==> src/rtl/debounce_pkg.sv <==
// Shared types and constants for the edge debouncer.
// Holds the FSM state encoding and the qualification counter width.
package debounce_pkg;

  localparam int CNT_W = 8;

  typedef enum logic [1:0] {
    LOW  = 2'd0,
    RISE = 2'd1,
    HIGH = 2'd2,
    FALL = 2'd3
  } state_t;

endpackage

==> src/rtl/db_counter.sv <==
// Qualification counter: synchronous clear / increment, terminal-count flag.
// o_tc is high when the count has reached STABLE_CYCLES-1.
module db_counter
  import debounce_pkg::*;
#(
  parameter int STABLE_CYCLES = 4
) (
  input  logic i_clk,
  input  logic i_rst_n,
  input  logic i_clr,
  input  logic i_inc,
  output logic o_tc
);

  localparam logic [CNT_W-1:0] TC_VAL = CNT_W'(STABLE_CYCLES - 1);

  logic [CNT_W-1:0] r_cnt;

  always_ff @(posedge i_clk or negedge i_rst_n) begin
    if (!i_rst_n) begin
      r_cnt <= '0;
    end else if (i_clr) begin
      r_cnt <= '0;
    end else if (i_inc) begin
      r_cnt <= r_cnt + 1'b1;
    end
  end

  assign o_tc = (r_cnt == TC_VAL);

endmodule

==> src/rtl/edge_debounce.sv <==
// Level debouncer: a change on D is accepted after STABLE_CYCLES equal samples.
// Produces registered Q/nQ, one-cycle Rise/Fall pulses, Busy and an edge count.
//
// state | meaning
// LOW   | accepted level 0, no candidate change
// RISE  | qualifying a 0->1 change
// HIGH  | accepted level 1, no candidate change
// FALL  | qualifying a 1->0 change
module edge_debounce
  import debounce_pkg::*;
#(
  parameter int STABLE_CYCLES = 4
) (
  input  logic       Clk,
  input  logic       nRst,
  input  logic       D,
  output logic       Q,
  output logic       nQ,
  output logic       Rise,
  output logic       Fall,
  output logic       Busy,
  output logic [7:0] EdgeCnt
);

  state_t r_state;
  state_t w_next_state;

  logic w_tc;
  logic w_cnt_clr;
  logic w_cnt_inc;
  logic w_rise;
  logic w_fall;

  logic       r_q;
  logic       r_rise;
  logic       r_fall;
  logic       r_busy;
  logic [7:0] r_edge_cnt;

  db_counter #(
    .STABLE_CYCLES(STABLE_CYCLES)
  ) u_counter (
    .i_clk  (Clk),
    .i_rst_n(nRst),
    .i_clr  (w_cnt_clr),
    .i_inc  (w_cnt_inc),
    .o_tc   (w_tc)
  );

  always_ff @(posedge Clk or negedge nRst) begin
    if (!nRst) begin
      r_state <= LOW;
    end else begin
      r_state <= w_next_state;
    end
  end

  always_comb begin
    w_next_state = r_state;
    case (r_state)
      LOW:  if (D)       w_next_state = RISE;
      RISE: if (!D)      w_next_state = LOW;
            else if (w_tc) w_next_state = HIGH;
      HIGH: if (!D)      w_next_state = FALL;
      FALL: if (D)       w_next_state = HIGH;
            else if (w_tc) w_next_state = LOW;
      default:           w_next_state = LOW;
    endcase
  end

  // Entering a qualifying state increments from zero, so the first sample counts as 1.
  always_comb begin
    w_cnt_clr = 1'b0;
    w_cnt_inc = 1'b0;
    w_rise    = 1'b0;
    w_fall    = 1'b0;
    case (r_state)
      LOW:  w_cnt_inc = D;
      HIGH: w_cnt_inc = !D;
      RISE: begin
        if (!D) begin
          w_cnt_clr = 1'b1;
        end else if (w_tc) begin
          w_cnt_clr = 1'b1;
          w_rise    = 1'b1;
        end else begin
          w_cnt_inc = 1'b1;
        end
      end
      FALL: begin
        if (D) begin
          w_cnt_clr = 1'b1;
        end else if (w_tc) begin
          w_cnt_clr = 1'b1;
          w_fall    = 1'b1;
        end else begin
          w_cnt_inc = 1'b1;
        end
      end
      default: w_cnt_clr = 1'b1;
    endcase
  end

  always_ff @(posedge Clk or negedge nRst) begin
    if (!nRst) begin
      r_q        <= 1'b0;
      r_rise     <= 1'b0;
      r_fall     <= 1'b0;
      r_busy     <= 1'b0;
      r_edge_cnt <= '0;
    end else begin
      r_rise <= w_rise;
      r_fall <= w_fall;
      r_busy <= (w_next_state == RISE) || (w_next_state == FALL);
      if (w_rise) begin
        r_q <= 1'b1;
      end else if (w_fall) begin
        r_q <= 1'b0;
      end
      if (w_rise || w_fall) begin
        r_edge_cnt <= r_edge_cnt + 8'd1;
      end
    end
  end

  assign Q       = r_q;
  assign nQ      = ~r_q;
  assign Rise    = r_rise;
  assign Fall    = r_fall;
  assign Busy    = r_busy;
  assign EdgeCnt = r_edge_cnt;

endmodule

==> config.mk <==
export PLATFORM = sky130hd
export DESIGN_NAME = edge_debounce
export DESIGN_NICKNAME = d
export VERILOG_FILES = /design/src/rtl/debounce_pkg.sv /design/src/rtl/db_counter.sv /design/src/rtl/edge_debounce.sv
export SDC_FILE = /design/constraint.sdc
export NUM_CORES = 1
export LEC_CHECK = 0
export BUFFER_PORTS_ARGS = -buffer_cell sky130_fd_sc_hd__buf_4
export CELL_PAD_IN_SITES_DETAIL_PLACEMENT = 1
export CELL_PAD_IN_SITES_GLOBAL_PLACEMENT = 2
export CORE_UTILIZATION = 37
export CTS_BUF_LIST = sky130_fd_sc_hd__clkbuf_8
export CTS_CLUSTER_DIAMETER = 60
export DETAILED_ROUTE_END_ITERATION = 10
export GPL_ROUTABILITY_DRIVEN = 0
export PLACE_DENSITY_LB_ADDON = 0.1
export SLEW_MARGIN = 25
export SYNTH_ARGS = -nofsm -noshare
export SYNTH_HDL_FRONTEND = slang
export SYNTH_HIERARCHICAL = 1
export SYNTH_SLANG_ARGS = --single-unit
==> constraint.sdc <==
create_clock -name Clk -period 2.4 [get_ports Clk]
set_input_delay 0.48 -clock Clk [delete_from_list [all_inputs] [get_ports Clk]]
set_output_delay 0.48 -clock Clk [all_outputs]
set_load 0.005 [all_outputs]
# Yosys cells after proc, flatten, opt, wreduce, memory -nomap -nowiden
# Index checks and enable logic that the tools add are counted.
# word_totals
register_bits	22
output_inout_bits	13
input_bits	3
elab_cells	45
# classes
n_eq_ne	6
n_reduce_logical	6
mux	23
n_bitwise	1
addsub	2
# ops
op	count
adder 8 x 1 -> 8 bit (second input constant)	2
two-way mux 8 bit	2
two-way mux 1 bit	12
two-way mux 2 bit	6
== test 8 x 2 -> 1 bit (second input constant)	1
case mux 2 bit (4 select lines)	1
== test 2 bit (second input constant)	3
== test 2 x 1 -> 1 bit (second input constant)	2
case mux 1 bit (4 select lines)	1
nonzero test 2 bit	2
logical NOT 2 bit	1
logical OR 1 bit	2
case mux 1 bit (2 select lines)	1
logical NOT 1 bit	1
inverter 1 bit	1

# Depth between registers and ports, before layout
# logic_depth
depth_word	6
depth_mapped	8
mapped_depth_nobuf	7

# Modules after synthesis
# The synthesis kept the hierarchy.
# by_module_without_submodules
mod	cells_per_inst	n_inst	seq_area_each_um2	area_each_um2
edge_debounce	45	1	325.3	574.3
db_counter	40	1	200.2	411.6

# Worst setup path after synthesis
# OpenSTA, ideal clock, no wires.
# synth_path
path_kind	flip-flop to flip-flop
from	register u_counter.r_cnt[4]
to	register u_counter.r_cnt[6]
slack_ns	0.425
required_time_ns	2.323
path_buffers	1
synth_period_minus_slack_ns	1.975
setup_time_ns	0.077
stages_incl_launch_ff	9
t_arrival_ns	1.898
path_cell_list	dfrtp_1 > nor4_1 > and3_1 > a21oi_1 > nor2b_1 > buf_6 > o2111ai_2 > or3_1 > a21oi_1
# synth_via
elab_chain_len	5
word_cells_on_any_way	13
classes_between	add/sub: 1; eq/ne: 1; mux: 10; reduce/logical: 1
# synth_rtl
element	line	text
from (decl)	db_counter.sv:17	logic [CNT_W-1:0] r_cnt;
from (signal assigned)	db_counter.sv:25	r_cnt <= r_cnt + 1'b1;
== test 8 x 2 -> 1 bit *	db_counter.sv:29	assign o_tc = (r_cnt == TC_VAL);
net w_tc	edge_debounce.sv:28	logic w_tc;
two-way mux 1 bit *	edge_debounce.sv:83, edge_debounce.sv:93	
two-way mux 1 bit (on tied branches)	edge_debounce.sv:91, edge_debounce.sv:81	
case mux 1 bit (2 select lines) *	edge_debounce.sv:77	case (r_state)
net w_cnt_clr	edge_debounce.sv:29	logic w_cnt_clr;
two-way mux 8 bit or nonzero test 2 bit (tied branches)	-	
# The timed path passes the listed nets; every way through them passes the cells marked *. The select of a mux whose other input is x is not followed.
# A chain may end at the register's enable or synchronous reset.

# Final worst setup path
# layout_path
from	register u_counter.r_cnt[4]
to	register u_counter.r_cnt[7]
# The elaborated chain is that of the path after synthesis.

==> impl_metrics.toml <==
[power]
comb_power_share_pct = 33.5
switchingPower_uw = 426
cellPowerDensity_mw_per_mm2 = 996
clock_power_share_pct = 18.9
max-vdd-ir-drop_mv = 0.521
p_seq_share_pct = 47.7
switching_share_pct = 36.3
internal_power_uw = 747
cellLeakagePower_nw = 0.561

[drt]
dr_total_vias = 710
first_iter_violations = 8
drt_first_pass_iters = 4
drt-wirelength-per-cell_um = 14.8
drc = 0
ant_nets = 0
via_per_inst = 5.30
wirelength_mm = 1.98

[floorplanning]
core_sq_mm = 0.00250
initial_core_util_pct = 39.4
pin_count = 16
die_w_um = 53.6
die-area_sq_mm = 0.00288
rows = 18
fp.dieH_um = 53.6

[finish]
layout-drive-gt1-share_pct = 26.9
ff_latch_area_sq_um = 526
final_net_count = 110
insertedDiodeCount = 0
fillers = 281
multi_input_area_sq_um = 438
fin_util_pct = 47.1
syn_to_final_growth_pct = 19.4

[worst_setup_path]
r2r_end = "u_counter/r_cnt[7]$_DFFE_PN0P_"
reg2reg_from = "u_counter/r_cnt[4]$_DFFE_PN0P_"
rrSetupSlack_ns = 0.29
timing_worst_setup_path_type = "reg -> reg"
crit_path_start_kind = "register"
cp_num_buf_inv = 0
worst_r2r_path_depth = 7
cp.arrival_ns = 2.30
cp_top_family = "simple AND/OR/NAND/NOR gates"
crit_required_ns = 2.58
crit_top_cell = "a21oi_1"
path_cells = "nor4_1 > and3_1 > a21oi_1 > nor2b_1 > o2111ai_2 > or3_1 > a21oi_1"
critPathMaxStageDelay_ns = 0.43
path_max_fanout = 6
end_kind = "register"
crit_slowest_cell = "dfrtp_1"

[clock_network]
insertion_delay_ns = 0.26
clkTransAtPathRegs_ns = 0.07
cts_num_sinks = 21
root_buffer = "clkbuf_8"
post_cts_buffers = 0
cts_resized = 0
h-tree-depth = 1
hold_buffers = 0
cts-buffers-inserted = 3
cts_tree = "yes"
clock_path_buffers = 2

[synth]
synth-seq-area-share_pct = 53.3
syn_avg_cell_area_sq_um = 11.6
synth_cell_types = 26
synth.top_cell.area_share_pct = 53.3
synth_ff_type = "dfrtp_1"
synth_commonest_cells = "dfrtp_1 (21), xor2_1 (10), nor2_1 (9)"
synth_area_sq_um = 986
synth_top_cell_by_area = "dfrtp_1"
async_flop_share_pct = 100
synth_area_leaders = "dfrtp_1 (53%), xor2_1 (8.9%), nor2_1 (3.4%), nor4b_2 (3.0%), a21oi_1 (2.5%)"
synth_most_common_cell = "dfrtp_1"
yosys_warnings = 6
syn_inst = 85
ys_ff_latch = 21
synth_fp_nets = 90
synth_edf_count = 0

[global_routing]
first_global_vias = 712
overflow = 0
grt_first_pass_wirelength_mm = 3.37
antenna_found_initial = 0
grt_max_degree = 22
grt_use_total_pct = 16.8

[timing]
final.setup.worst_slack_ns = 0.287
setup_viol = 0
rsz0062_at_grt = "false"
finalCritPeriodShare_pct = 88.0
hold_viol = 0
fin_crit_ns = 2.11
fin_skew_ns = 0.00258
setup_tns_ns = 0
slew_headroom_pct = 68.2
final_max_slew_viol_count = 0
fmax_mhz = 473
worstMarginPinSlew_ns = 0.474

[hold_path]
hold_path_class = "in -> async"

[placed_design]
place_ws_ns = 0.213
dp_hpwl_mm = 1.43
portBuffers = 15

[flow_run]
drv_cap = 0

[run_status]
status = "complete, no violations"
## cell type report
class | count | share of cell area, %
Inverter | 1 | 0.319
Tap cell | 30 | 3.19
Clock inverter | 1 | 0.319
Sequential cell | 21 | 44.6
Timing Repair Buffer | 17 | 10.8
Multi-Input combinational cell | 61 | 37.2
Clock buffer | 3 | 3.51
## how the worst max path moves through the flow
stage	start	end	depth (start not counted)
CTS	u_counter/r_cnt[4]$_DFFE_PN0P_	u_counter/r_cnt[7]$_DFFE_PN0P_	7
detailed placement	D	u_counter/r_cnt[7]$_DFFE_PN0P_	7
global route	u_counter/r_cnt[6]$_DFFE_PN0P_	u_counter/r_cnt[7]$_DFFE_PN0P_	7
global placement	D	u_counter/r_cnt[6]$_DFFE_PN0P_	7
finish	u_counter/r_cnt[4]$_DFFE_PN0P_	u_counter/r_cnt[7]$_DFFE_PN0P_	7
floorplan	u_counter/r_cnt[4]$_DFFE_PN0P_	u_counter/r_cnt[6]$_DFFE_PN0P_	8
## kinds of logic after synthesis
group	share of synthesized area, %
flip-flops	53.3
multiplexers	3.30
buffers and inverters	2.28
AO/OA/AOI/OAI	6.98
AND/OR/NAND/NOR	20.2
adder cells (fa/ha/maj)	2.54
XOR/XNOR	11.4
## worst reg2reg max path, delay by kind of cell (launching register included)
kind / cells / cell delay, ns
and+or+nand+nor: 4 / 1.17
DFF: 1 / 0.43
AOI/OAI and AO/OA: 3 / 0.45
## through the flow
stage / cells / area (sq um) / total power [mW] / hold slack, ns
after global routing: 134 / 1180 / 1.28 / 0.104
after floorplan: 85 / 986 / 0.807 / 0.184
after global placement: 130 / 1130 / 0.955 / 0.381
final: 134 / 1180 / 1.17 / 0.102
after CTS: 134 / 1180 / 1.20 / 0.0968
after detailed placement: 130 / 1130 / 0.965 / 0.386
## flip-flops by register name, indices dropped and copies added (netlist names)
name / flops
EdgeCnt: 8
Fall: 1
Q: 1
Rise: 1
r_state: 2
u_counter/r_cnt: 8
## cell usage in the layout (no fill, tap or decap), types with 2 or more instances in the layout
cell,count
a21oi_1,5
buf_4,17
clkbuf_8,3
dfrtp_1,21
ha_1,2
inv_1,2
mux2_2,2
nand2_1,5
nand3_1,2
nand4_1,3
nand4_2,2
nor2_1,9
nor3_1,2
nor3b_1,2
nor4b_2,2
o21ai_0,4
or3_1,3
xor2_1,10
## metal layers
| metal | GRT usage, % | share of wire, % | up-vias |
|---|---|---|---|
| li1 | - | - | 338 |
| met1 | 21.0 | 49 | 353 |
| met2 | 27.5 | 46 | 17 |
| met3 | 5.93 | 3.6 | 2 |
| met4 | 3.95 | 0.51 | 0 |
| met5 | 0 | 0 | - |
## power by group through the flow
stage	registers (mW)	logic (mW)	clock network, mW
finish	0.559	0.392	0.221
global route	0.580	0.445	0.253
CTS	0.560	0.402	0.236
detailed placement	0.565	0.400	0
global placement	0.563	0.391	0
floorplan	0.546	0.261	0
No activity file was read; power rests on OpenSTA's default activity.
